--- src/rtl/delivery_request_queue_pkg.sv ---
// ----------------------------------------------------------------------------
// delivery_request_queue_pkg
//   Shared definitions for the delivery request queue:
//     - default process-address and message widths (`ADDRESS_BITS, `DATA_BITS)
//     - JUMP_BITS: width of a jump destination PC
//     - bit offsets of the fields inside a queued entry
//     - FSM state encodings for the delivery handshake
//   Entry layout (MSB..LSB): {target_process, message, needs_jump, jump_dest}
// ----------------------------------------------------------------------------
`ifndef ADDRESS_BITS
`define ADDRESS_BITS 8
`endif
`ifndef DATA_BITS
`define DATA_BITS 32
`endif

package delivery_request_queue_pkg;

  localparam int JUMP_BITS = 9;

  // Fixed-position fields at the bottom of an entry; message and target sit
  // above them and their offsets depend on the data width.
  localparam int JUMP_OFS       = 0;
  localparam int NEEDS_JUMP_OFS = JUMP_BITS;
  localparam int MSG_OFS        = JUMP_BITS + 1;

  localparam logic [1:0] ST_IDLE    = 2'd0;
  localparam logic [1:0] ST_RUN     = 2'd1;
  localparam logic [1:0] ST_RELEASE = 2'd2;

endpackage

--- src/rtl/delivery_request_queue_request_fifo.sv ---
// ----------------------------------------------------------------------------
// delivery_request_queue_request_fifo
//   Synchronous FIFO with two push ports and one pop port. When both pushes
//   fire in the same cycle, data_a lands at the lower (earlier) slot.
//   Ports:
//     clk, rst_n          clock, asynchronous active-low reset
//     push_a / data_a     first push of the cycle
//     push_b / data_b     second push of the cycle (only with push_a)
//     pop                 discard head entry
//     head                current head entry (combinational read)
//     count               occupied entries
//   The caller guarantees no overflow/underflow.
// ----------------------------------------------------------------------------
module delivery_request_queue_request_fifo #(
  parameter int WIDTH = 8,
  parameter int DEPTH = 4
) (
  input  logic                     clk,
  input  logic                     rst_n,
  input  logic                     push_a,
  input  logic [WIDTH-1:0]         data_a,
  input  logic                     push_b,
  input  logic [WIDTH-1:0]         data_b,
  input  logic                     pop,
  output logic [WIDTH-1:0]         head,
  output logic [$clog2(DEPTH):0]   count
);

  localparam int PTR_W = $clog2(DEPTH);
  localparam int CNT_W = PTR_W + 1;

  logic [WIDTH-1:0] mem [DEPTH];

  logic [PTR_W-1:0] wr_ptr_q, wr_ptr_d;
  logic [PTR_W-1:0] rd_ptr_q, rd_ptr_d;
  logic [CNT_W-1:0] count_q, count_d;
  logic [PTR_W-1:0] wr_ptr_plus1;

  // Depth is a power of two, so natural pointer overflow is the modulo wrap.
  assign wr_ptr_plus1 = wr_ptr_q + PTR_W'(1'b1);

  always_comb begin
    wr_ptr_d = wr_ptr_q + PTR_W'(push_a) + PTR_W'(push_b);
    rd_ptr_d = rd_ptr_q + PTR_W'(pop);
    count_d  = count_q + CNT_W'(push_a) + CNT_W'(push_b) - CNT_W'(pop);
  end

  always_ff @(posedge clk or negedge rst_n) begin
    if (!rst_n) begin
      wr_ptr_q <= '0;
      rd_ptr_q <= '0;
      count_q  <= '0;
    end else begin
      wr_ptr_q <= wr_ptr_d;
      rd_ptr_q <= rd_ptr_d;
      count_q  <= count_d;
    end
  end

  // Storage holds no control state, so it is left out of the reset.
  always_ff @(posedge clk) begin
    if (push_a) mem[wr_ptr_q] <= data_a;
    if (push_b) mem[wr_ptr_plus1] <= data_b;
  end

  assign head  = mem[rd_ptr_q];
  assign count = count_q;

endmodule

--- src/rtl/delivery_request_queue.sv ---
// ----------------------------------------------------------------------------
// delivery_request_queue
//   Collects message-delivery requests from core 0 and core 1, arbitrates
//   round-robin, queues them, and feeds them one at a time to the delivery
//   stage through a start/finished handshake. Reports back which core took
//   the message in-register via one-cycle notify pulses.
//   Ports:
//     clk, reset                    clock, asynchronous active-low reset
//     coreN*                        request valid/ready and fields (N = 0, 1)
//     deliveryStart/Finished        delivery-stage handshake
//     targetProcess..jumpDestination head entry presented to delivery stage
//     deliveredToCore0/1            delivery result, valid with Finished
//     core0Notify/core1Notify       one-cycle result pulses
//     queueCount                    occupied entries
//   Optional (DELIVERY_QUEUE_STATS_EN defined):
//     deliveredCount                pops, wrapping
//     stallCycles                   cycles with a valid-but-not-ready request,
//                                   saturating
// ----------------------------------------------------------------------------
`ifndef ADDRESS_BITS
`define ADDRESS_BITS 8
`endif
`ifndef DATA_BITS
`define DATA_BITS 32
`endif

module delivery_request_queue
  import delivery_request_queue_pkg::*;
#(
  parameter int addrBits = `ADDRESS_BITS,
  parameter int dataBits = `DATA_BITS,
  parameter int depth    = 4
) (
  input  logic                     clk,
  input  logic                     reset,
  input  logic                     core0ReqValid,
  output logic                     core0ReqReady,
  input  logic [addrBits-1:0]      core0TargetProcess,
  input  logic [dataBits-1:0]      core0Message,
  input  logic                     core0NeedsJump,
  input  logic [8:0]               core0JumpDestination,
  input  logic                     core1ReqValid,
  output logic                     core1ReqReady,
  input  logic [addrBits-1:0]      core1TargetProcess,
  input  logic [dataBits-1:0]      core1Message,
  input  logic                     core1NeedsJump,
  input  logic [8:0]               core1JumpDestination,
  output logic                     deliveryStart,
  input  logic                     deliveryFinished,
  output logic [addrBits-1:0]      targetProcess,
  output logic [dataBits-1:0]      message,
  output logic                     needsJump,
  output logic [8:0]               jumpDestination,
  input  logic                     deliveredToCore0,
  input  logic                     deliveredToCore1,
  output logic                     core0Notify,
  output logic                     core1Notify,
  output logic [$clog2(depth):0]   queueCount
`ifdef DELIVERY_QUEUE_STATS_EN
  ,
  output logic [15:0]              deliveredCount,
  output logic [15:0]              stallCycles
`endif
);

  localparam int EW         = addrBits + dataBits + JUMP_BITS + 1;
  localparam int TARGET_OFS = MSG_OFS + dataBits;
  localparam int CNT_W      = $clog2(depth) + 1;
  localparam logic [CNT_W-1:0] DEPTH_C  = CNT_W'(depth);
  localparam logic [CNT_W-1:0] DEPTH_M1 = CNT_W'(depth - 1);

  logic [EW-1:0]    entry0, entry1, push_data_a, push_data_b, head;
  logic [CNT_W-1:0] fifo_count;
  logic             push_a, push_b, pop;
  logic             grant0, grant1, both_valid;

  logic                prio_q, prio_d;              // 0: core 0 has priority
  logic [1:0]          state_q, state_d;
  logic                start_q, start_d;
  logic                notify0_q, notify0_d;
  logic                notify1_q, notify1_d;
  logic [addrBits-1:0] target_q, target_d;
  logic [dataBits-1:0] message_q, message_d;
  logic                needs_jump_q, needs_jump_d;
  logic [8:0]          jump_dest_q, jump_dest_d;

  assign entry0 = {core0TargetProcess, core0Message, core0NeedsJump, core0JumpDestination};
  assign entry1 = {core1TargetProcess, core1Message, core1NeedsJump, core1JumpDestination};

  // Readies look only at registered occupancy, so a pop frees space for the
  // ready logic one cycle later.
  assign both_valid = core0ReqValid & core1ReqValid;

  always_comb begin
    core0ReqReady = 1'b0;
    core1ReqReady = 1'b0;
    if (fifo_count != DEPTH_C) begin
      if (fifo_count == DEPTH_M1 && both_valid) begin
        core0ReqReady = ~prio_q;
        core1ReqReady = prio_q;
      end else begin
        core0ReqReady = 1'b1;
        core1ReqReady = 1'b1;
      end
    end
  end

  assign grant0 = core0ReqValid & core0ReqReady;
  assign grant1 = core1ReqValid & core1ReqReady;

  // On a double grant the priority port's entry takes the earlier slot.
  always_comb begin
    push_a      = grant0 | grant1;
    push_b      = grant0 & grant1;
    push_data_b = prio_q ? entry0 : entry1;
    if (grant0 && grant1) begin
      push_data_a = prio_q ? entry1 : entry0;
    end else begin
      push_data_a = grant0 ? entry0 : entry1;
    end
    prio_d = prio_q ^ (both_valid & (grant0 | grant1));
  end

  delivery_request_queue_request_fifo #(
    .WIDTH (EW),
    .DEPTH (depth)
  ) u_request_fifo (
    .clk    (clk),
    .rst_n  (reset),
    .push_a (push_a),
    .data_a (push_data_a),
    .push_b (push_b),
    .data_b (push_data_b),
    .pop    (pop),
    .head   (head),
    .count  (fifo_count)
  );

  always_comb begin
    state_d      = state_q;
    start_d      = start_q;
    notify0_d    = notify0_q;
    notify1_d    = notify1_q;
    target_d     = target_q;
    message_d    = message_q;
    needs_jump_d = needs_jump_q;
    jump_dest_d  = jump_dest_q;
    pop          = 1'b0;
    case (state_q)
      ST_IDLE: begin
        if (fifo_count != '0) begin
          target_d     = head[TARGET_OFS +: addrBits];
          message_d    = head[MSG_OFS +: dataBits];
          needs_jump_d = head[NEEDS_JUMP_OFS];
          jump_dest_d  = head[JUMP_OFS +: JUMP_BITS];
          start_d      = 1'b1;
          state_d      = ST_RUN;
        end
      end
      ST_RUN: begin
        if (deliveryFinished) begin
          notify0_d = deliveredToCore0;
          notify1_d = deliveredToCore1;
          start_d   = 1'b0;
          pop       = 1'b1;
          state_d   = ST_RELEASE;
        end
      end
      ST_RELEASE: begin
        notify0_d = 1'b0;
        notify1_d = 1'b0;
        state_d   = ST_IDLE;
      end
      default: begin
        notify0_d = 1'b0;
        notify1_d = 1'b0;
        start_d   = 1'b0;
        state_d   = ST_IDLE;
      end
    endcase
  end

  always_ff @(posedge clk or negedge reset) begin
    if (!reset) begin
      prio_q       <= 1'b0;
      state_q      <= ST_IDLE;
      start_q      <= 1'b0;
      notify0_q    <= 1'b0;
      notify1_q    <= 1'b0;
      target_q     <= '0;
      message_q    <= '0;
      needs_jump_q <= 1'b0;
      jump_dest_q  <= '0;
    end else begin
      prio_q       <= prio_d;
      state_q      <= state_d;
      start_q      <= start_d;
      notify0_q    <= notify0_d;
      notify1_q    <= notify1_d;
      target_q     <= target_d;
      message_q    <= message_d;
      needs_jump_q <= needs_jump_d;
      jump_dest_q  <= jump_dest_d;
    end
  end

  assign deliveryStart   = start_q;
  assign core0Notify     = notify0_q;
  assign core1Notify     = notify1_q;
  assign targetProcess   = target_q;
  assign message         = message_q;
  assign needsJump       = needs_jump_q;
  assign jumpDestination = jump_dest_q;
  assign queueCount      = fifo_count;

`ifdef DELIVERY_QUEUE_STATS_EN
  logic [15:0] delivered_count_q, delivered_count_d;
  logic [15:0] stall_cycles_q, stall_cycles_d;
  logic        stall;

  assign stall = (core0ReqValid & ~core0ReqReady) | (core1ReqValid & ~core1ReqReady);

  always_comb begin
    delivered_count_d = delivered_count_q + 16'(pop);
    stall_cycles_d    = stall_cycles_q;
    if (stall && stall_cycles_q != 16'hFFFF) begin
      stall_cycles_d = stall_cycles_q + 16'd1;
    end
  end

  always_ff @(posedge clk or negedge reset) begin
    if (!reset) begin
      delivered_count_q <= '0;
      stall_cycles_q    <= '0;
    end else begin
      delivered_count_q <= delivered_count_d;
      stall_cycles_q    <= stall_cycles_d;
    end
  end

  assign deliveredCount = delivered_count_q;
  assign stallCycles    = stall_cycles_q;
`endif

endmodule

--- config.mk ---
export PLATFORM = sky130hd
export DESIGN_NAME = delivery_request_queue
export DESIGN_NICKNAME = d
export VERILOG_FILES = /design/src/rtl/delivery_request_queue_pkg.sv /design/src/rtl/delivery_request_queue_request_fifo.sv /design/src/rtl/delivery_request_queue.sv
export SDC_FILE = /design/constraint.sdc
export NUM_CORES = 1
export LEC_CHECK = 0
export BUFFER_PORTS_ARGS = -buffer_cell sky130_fd_sc_hd__buf_2
export CAP_MARGIN = 15
export CORE_UTILIZATION = 58
export CTS_BUF_LIST = sky130_fd_sc_hd__clkbuf_16
export DETAILED_ROUTE_END_ITERATION = 12
export GPL_TIMING_DRIVEN = 1
export PLACE_DENSITY_LB_ADDON = 0.12
export SLEW_MARGIN = 40
export SYNTH_ARGS = -nofsm -noshare
export SYNTH_HDL_FRONTEND = slang
export SYNTH_SLANG_ARGS = --single-unit
--- constraint.sdc ---
create_clock -name clk -period 7.6 [get_ports clk]
set_input_delay 1.52 -clock clk [delete_from_list [all_inputs] [get_ports clk]]
set_output_delay 1.52 -clock clk [all_outputs]
set_load 0.01 [all_outputs]
==> PnR_summary.wiki, run 1 <==
{| class="wikitable"
! Metric !! Value
|-
| Final std cell area, no fill || roughly 15000 um2
|-
| Area after detailed placement || approximately 14000 um2
|-
| First-pass GRT wire length || ~47000 um
|-
| Slowest stage cell on the critical path || a21oi_1
|-
| Critical path data required time || around 6000 ps
|-
| Outcome || complete, no violations
|-
| Vias in the first global route || 8249
|-
| Post-CTS sizing || 0
|-
| Final Cycle Share || about half
|-
| Sequential area share after synthesis || between 50% and 60%
|-
| Highest clock rate || 268 MHz
|-
| Half-perimeter wire length after placement || about 18000 um
|-
| Synthesized flop and latch total || between 200 and 300
|-
| Count of routing violations after the opening detailed-route iteration || ~510
|-
| Category of the worst setup path launch point || input pin
|-
| Flip-flop cell with the highest count after synthesis || edfxtp_1
|-
| Antenna violations before repair || 3
|-
| Depth of the most critical reg-to-reg path || 6
|-
| Number of standard cells after synthesis || 757
|-
| Setup Crit Path Kind || in -> out
|-
| Core region area || roughly 22000 um2
|-
| Fill cell instance count of the final layout || between 1500 and 2000
|-
| Total via count after detailed routing || just under 8000
|-
| Share of flip-flops with an asynchronous set or reset after synthesis || a little under a quarter
|-
| Number of DRC violations after detailed routing || 0
|-
| Ratio of cells with drive above 1 in the final layout || ~43%
|-
| Postcts setup bufs || 0
|-
| Worst-path fanout max || 9
|-
| Timing startpoint of the critical path || core1ReqValid
|-
| EDFF count, synth || 200
|-
| Rows || 54
|-
| Die span in y || about 150 um
|-
| Critical register-to-register path endpoint || u_request_fifo.mem[0][45]
|-
| Final routed wirelength across all metal layers || 30600 um
|-
| Post-DRT Antenna Nets || 0
|-
| Syn_area_per_cell || between 15 and 20 um2
|-
| # port buffers || about 160
|-
| Worst-case clock skew || roughly 8.2 ps
|-
| Largest vdd supply drop || 0.279 mV
|-
| Largest cells by area after synthesis || edfxtp_1 47%, o2bb2ai_1 14%, dfrtp_1 12%
|-
| Area enclosed by the die boundary || 22800 um2
|-
| Largest net degree at the start of global routing || 64
|-
| Max-Slew Margin vs Limit || 41.4%
|-
| Boundary Pins || roughly 170
|-
| Root buffer selected by CTS || clkbuf_16
|-
| Maximum clock path buffer count || 3
|-
| Transition time of the tightest slew-check pin || 879 ps
|-
| Number of hold-repair buffers added at the cts stage || 0
|-
| Capturing element type of the critical path || output port
|-
| Worst min-delay path startpoint || targetProcess[0]
|-
| Post-DR vias/cell || 6.44
|-
| Starting density of the core || 59.1%
|-
| Final Hold Violating Endpoints || 0
|-
| TritonCTS buffer count || 28
|-
| Number of max-slew violations in the final report || 0
|-
| Hold Worst Slack || slightly below 500 ps
|-
| Arrival time worst endpoint || around 2200 ps
|-
| Cell taking the most area after synthesis || edfxtp_1
|-
| Net total in the final layout || about 1000
|-
| Unrepaired setup endpoints after global routing || false
|-
| Clk sinks || roughly 260
|-
| Clock transition at path regs || around 60 ps
|-
| Weighted congestion reported at the end of routability-driven placement || 0.804
|-
| Number of distinct standard cells referenced by the synthesized netlist || 44
|-
| Cell seen most often among critical-path stages || buf_2
|-
| Tot GR Track Use || about 28%
|-
| Hold Path End || targetProcess[0]
|-
| Worst path cell trace || buf_2 > nand2_1 > nor2_1 > a21oi_1 > buf_2
|-
| Clock network latency to the later pin of the worst-skew pair || ~530 ps
|-
| Final routed wire length divided by cell count || between 20 and 30 um
|-
| Number of detailed-route iterations in the first pass || 4
|-
| Worst-case register-to-register setup slack || around 4500 ps
|-
| Yosys warnings || 0
|-
| Critical path's largest stage delay || roughly 190 ps
|-
| Mapped Nets || 869
|-
| Pre-CTS setup slack || about 3600 ps
|-
| Tmin final || 3730 ps
|-
| Syn Std Cell Area || between 10000 and 15000 um2
|-
| Area share of the leading cell type in the synthesized netlist || roughly 47%
|-
| Total power per unit cell area || around 450 nW/um2
|-
| Die span in x || around 150 um
|-
| Maxcap violations || 0
|-
| Layout area overhead || 13.0%
|-
| Number of cells on the worst hold path || 1
|-
| Final Setup Violations || 0
|-
| Clock tree from TritonCTS || yes
|-
| Final global-route overflow total || 0
|-
| Number of H-tree levels || 1
|-
| Post-synth top cells || 200 x edfxtp_1, 200 x o2bb2ai_1, 63 x dfrtp_1
|-
| Hold crit path type || reg -> reg
|-
| Crit path setup slack, layout || 3870 ps
|-
| R2R Path Start || u_request_fifo.count[2]
|-
| Lkg Pwr || about 5.3 nW
|-
| Total negative slack for setup checks || 0 ps
|}
## metrics by stage
stage,std cells,utilization (%),total power [mW]
5_1_grt,1207,66.7,6.84
6_report,1208,66.7,6.51
4_1_cts,1204,66.6,6.55
2_1_floorplan,757,-,4.55
3_3_place_gp,1151,62.2,5.08
3_5_place_dp,1153,62.5,5.22
## cells in the final DEF, fill, tap and decap left out, types with 3 or more instances in the layout
cell type | Yosys | final
mux4_2 | 50 | 50
dfrtp_1 | 63 | 61
nand3_1 | 3 | 3
nor2_4 | 0 | 4
diode_2 | 0 | 3
inv_1 | 7 | 15
o21ai_4 | 4 | 5
buf_4 | 2 | 19
buf_2 | 15 | 163
o2bb2ai_1 | 200 | 200
nor2_1 | 5 | 5
clkinv_1 | 0 | 7
nand2_1 | 8 | 8
xnor2_1 | 4 | 4
mux2_2 | 50 | 50
a21oi_1 | 6 | 6
fa_1 | 3 | 3
clkbuf_16 | 0 | 31
nand2_4 | 50 | 50
edfxtp_1 | 200 | 200
xor2_1 | 5 | 5
## cell families (layout without fill, tap and decap cells)
| group | Yosys count | count (layout) | synth area share (%) |
|---|---|---|---|
| DFF | 263 | 263 | 59.0 |
| other | 0 | 3 | 0 |
| xor gates and xnor gates | 9 | 9 | 0.613 |
| and+or+nand+nor | 85 | 85 | 6.03 |
| muxes | 100 | 100 | 13.1 |
| buffers and inverters | 77 | 245 | 5.59 |
| AOI/OAI and AO/OA | 218 | 218 | 14.9 |
| adders and majority gates | 5 | 5 | 0.662 |
## where the power goes
| part | total [mW] | switching, mW | leakage (nW) | internal (mW) |
|---|---|---|---|---|
| Sequential | 2.63 | 0.276 | 2.62 | 2.35 |
| Combinational | 2.55 | 1.45 | 2.18 | 1.10 |
| Clock | 1.34 | 0.546 | 0.476 | 0.793 |
## how the worst max path moves through the flow
stage | endpoint
after CTS | core1ReqReady
after floorplan | u_request_fifo.mem[3][0]
after global routing | core1ReqReady
after detailed placement | u_request_fifo.mem[2][35]
after global placement | u_request_fifo.mem[0][35]
final | core1ReqReady
## state kept, by name, indices dropped and copies added (netlist names), 2 cells and up
register / count
u_request_fifo.count: 3
u_request_fifo.rd_ptr_q: 2
state_q: 2
targetProcess: 8
u_request_fifo.mem: 200
message: 32
jumpDestination: 9
u_request_fifo.wr_ptr_q: 2
## routing by layer
metal,share of wire [%],GRT usage (%)
met1,40,36.4
met4,1.6,7.15
met2,51,47.6
met5,0.043,0
met3,7.3,4.70
## worst max-delay path, delay by kind of cell
kind / cells / cell delay [ps]
buffers and inverters: 2 / 310
AOI/OAI and AO/OA: 1 / 190
and+or+nand+nor: 2 / 180
## final cells by class
type                            count  area, um2  area share (%)
Timing Repair Buffer              186       1020            7.03
Multi-Input combinational cell    417       4610            31.7
Sequential cell                   263       7590            52.3
Antenna cell                        3       7.51          0.0517
Clock buffer                       31        776            5.34
Tap cell                          280        350            2.41
Clock inverter                     20        135           0.931
Inverter                            8       32.5           0.224
Note: power is estimated with default switching activity, not from simulation.
==> run 2: changes to the inputs <==
--- a/config.mk
+++ b/config.mk
@@ -7,7 +7,7 @@
 export LEC_CHECK = 0
 export BUFFER_PORTS_ARGS = -buffer_cell sky130_fd_sc_hd__buf_2
 export CAP_MARGIN = 15
-export CORE_UTILIZATION = 58
+export CORE_UTILIZATION = 53
 export CTS_BUF_LIST = sky130_fd_sc_hd__clkbuf_16
 export DETAILED_ROUTE_END_ITERATION = 12
 export GPL_TIMING_DRIVEN = 1
==> constraint.sdc (replaced) <==
create_clock -name clk -period 3.15 [get_ports clk]
set_input_delay 0.63 -clock clk [delete_from_list [all_inputs] [get_ports clk]]
set_output_delay 0.63 -clock clk [all_outputs]
set_load 0.01 [all_outputs]
==> PnR_summary.wiki, run 2 (synthesized netlist as in run 1, its figures left out) <==
{| class="wikitable"
! Metric !! Value
|-
| Final Setup Violations || 0 (unchanged)
|-
| Number of flip-flops in the largest register || 200 (unchanged)
|-
| Count of routing violations after the opening detailed-route iteration || 529 (+4.8%)
|-
| Slowest stage cell on the critical path || nor3b_2
|-
| Core region area || 23600 um2 (+8.5%)
|-
| Maximum clock path buffer count || 3 (unchanged)
|-
| Critical path data required time || 3600 ps (-2480 ps)
|-
| Half-perimeter wire length after placement || 18500 um (+1.2%)
|-
| Largest vdd supply drop || 0.975 mV (+250%)
|-
| Antenna violations before repair || 4 (+1)
|-
| Peak-usage layer in the global routing report || met2
|-
| Met1 track utilization from global routing || 34.5% (-1.9 points)
|-
| Area taken by flip-flops and latches || 7590 um2 (unchanged)
|-
| Met2 Resource Use GR || 46.4% (-1.1 points)
|-
| Area occupied by multi-input gates || 4620 um2 (+0.38%)
|-
| Worst path cell trace || nor3b_2 > nor3_2 > inv_4 > ha_1 > fa_1 > inv_1 > fa_1 > xor2_1 > xnor2_1
|-
| Capturing element type of the critical path || flip-flop
|-
| Clock network latency to the later pin of the worst-skew pair || 540 ps (about the same)
|-
| Maxcap violations || 0 (unchanged)
|-
| Register with the highest flop count || u_request_fifo.mem
|-
| Category of the worst setup path launch point || flip-flop
|-
| Final global-route overflow total || 0 (unchanged)
|-
| Net total in the final layout || 1023 (+0.69%)
|-
| Vias in the first global route || 8494 (+3.0%)
|-
| Die span in y || 158 um (+4.6%)
|-
| Max-Slew Margin vs Limit || 47.5% (+6.1 points)
|-
| Number of detailed-route iterations in the first pass || 5 (+1)
|-
| Outcome || complete, no violations
|-
| Worst-case register-to-register setup slack || 360 ps (-4140 ps)
|-
| Rows || 56 (+3.7%)
|-
| Die span in x || 158 um (+4.6%)
|-
| Overall Power || 16.0 mW (+150%)
|-
| GRT met3 Usage || 4.49% (-0.21 points)
|-
| Clk sinks || 263 (unchanged)
|-
| Arrival time worst endpoint || 3240 ps (+1030 ps)
|-
| Final Hold Violating Endpoints || 0 (unchanged)
|-
| Number of H-tree levels || 1 (unchanged)
|-
| Critical register-to-register path endpoint || u_request_fifo.count[2]
|-
| R2R Path Start || u_request_fifo.count[2]
|-
| Weighted congestion reported at the end of routability-driven placement || 0.778 (-3.2%)
|-
| Crit path setup slack, layout || 363 ps (-3510 ps)
|-
| Final routed wire length divided by cell count || 25.8 um (+2.1%)
|-
| Critical path's largest stage delay || 580 ps (+390 ps)
|-
| First-pass GRT wire length || 49000 um (+5.2%)
|-
| Pre-CTS setup slack || 319 ps (-3270 ps)
|-
| Post-DR vias/cell || 6.25 (-2.9%)
|-
| Highest-count cells in the layout ignoring fill and taps || 200 x o2bb2ai_1, 200 x edfxtp_1, 163 x buf_2, 61 x dfrtp_1
|-
| Highest clock rate || between 300 and 400 MHz
|-
| Largest net degree at the start of global routing || 64 (unchanged)
|-
| # port buffers || 164 (unchanged)
|-
| Tot GR Track Use || 26.9% (-0.75 points)
|-
| Area enclosed by the die boundary || 24900 um2 (+9.3%)
|-
| Unrepaired setup endpoints after global routing || false
|-
| Number of max-slew violations in the final report || 0 (unchanged)
|-
| Lkg Pwr || 5.33 nW (+1.1%)
|-
| Setup Crit Path Kind || reg -> reg
|-
| Ratio of cells with drive above 1 in the final layout || 43.7% (+1.0 points)
|-
| Final Cycle Share || approximately nine tenths
|-
| Total via count after detailed routing || 7846 (+0.86%)
|-
| Clock tree from TritonCTS || yes
|-
| Post-DRT Antenna Nets || 0 (unchanged)
|-
| Post-CTS sizing || 0 (unchanged)
|-
| Boundary Pins || 165 (unchanged)
|-
| Root buffer selected by CTS || clkbuf_16
|-
| Cell seen most often among critical-path stages || fa_1
|-
| Total power per unit cell area || 1090 nW/um2 (+140%)
|-
| Postcts setup bufs || 0 (unchanged)
|-
| Tmin final || about 2800 ps
|-
| Worst-path fanout max || 9 (unchanged)
|-
| Hold crit path type || in -> async
|-
| Fill cell instance count of the final layout || 1800 (+18%)
|-
| Final routed wirelength across all metal layers || 32400 um (+6.1%)
|-
| Number of DRC violations after detailed routing || 0 (unchanged)
|-
| Transition time of the tightest slew-check pin || 779 ps (-100 ps)
|-
| TritonCTS buffer count || 28 (unchanged)
|-
| Clock transition at path regs || 60 ps (about the same)
|-
| Depth of the most critical reg-to-reg path || 9 (+3)
|-
| Layout area overhead || 14.5%
|-
| Starting density of the core || 54.4% (-4.6 points)
|-
| Worst-case clock skew || 12.7 ps (+4.53 ps)
|-
| Number of hold-repair buffers added at the cts stage || 0 (unchanged)
|}
[run 2: cell types whose count changed in the layout (fill, tap and decap cells not counted), sizes merged]
cell	delta
bufinv	+1
inv	-5
clkinv	+7
buf	+7
clkbuf	-2
[run 2: worst max path at each step]
stage / slack [ps] / to / from / cells past startpoint
detailed placement: 320 / u_request_fifo.count[2] / core0ReqValid / 10
finish: 360 / u_request_fifo.count[2] / u_request_fifo.count[2] / 9
global route: 180 / u_request_fifo.count[2] / u_request_fifo.count[2] / 9
floorplan: -1020 / u_request_fifo.mem[3][0] / core1ReqValid / 3
global placement: 430 / u_request_fifo.count[2] / core1ReqValid / 10
CTS: 350 / u_request_fifo.count[2] / u_request_fifo.count[2] / 9
[run 2: layout make-up]
cell class,instances,area share (%)
multi-input cells,417,31.4
flip-flops and latches,263,51.6
clock buffers,29,4.93
diodes,3,0.0510
inverters,8,0.221
well taps,319,2.71
clock inverters,23,1.23
repair buffers,193,7.86
[run 2: per-layer routing]
| metal | up-vias | part of all wire [%] |
|---|---|---|
| met3 | 55 | 6.3 |
| met5 | - | 0.025 |
| li1 | 3421 | - |
| met1 | 4031 | 41 |
| met2 | 337 | 51 |
| met4 | 2 | 1.9 |
[run 2: worst max-delay path: cells and delay by family (launching register included)]
kind                       cells  cell delay [ps]
DFF                            1              490
xor gates and xnor gates       2              310
and+or+nand+nor                2              750
buffers and inverters          2              320
adders and majority gates      3              830
[run 2: power breakdown]
part,internal (mW),leakage [nW],switching [mW]
clock network,1.91,0.466,1.33
logic,2.77,2.25,3.65
registers,5.67,2.62,0.651
[run 2: through the flow]
stage / utilization (%) / TNS [ps] / cells / area (um2) / hold WS [ps]
floorplan: - / -127600 / 757 / 12900 / 334
global placement: 58.4 / 0 / 1200 / 13800 / 483
detailed placement: 58.4 / 0 / 1200 / 13800 / 488
CTS: 62.3 / 0 / 1252 / 14700 / 162
global route: 62.3 / 0 / 1252 / 14700 / 179
finish: 62.3 / 0 / 1255 / 14700 / 144
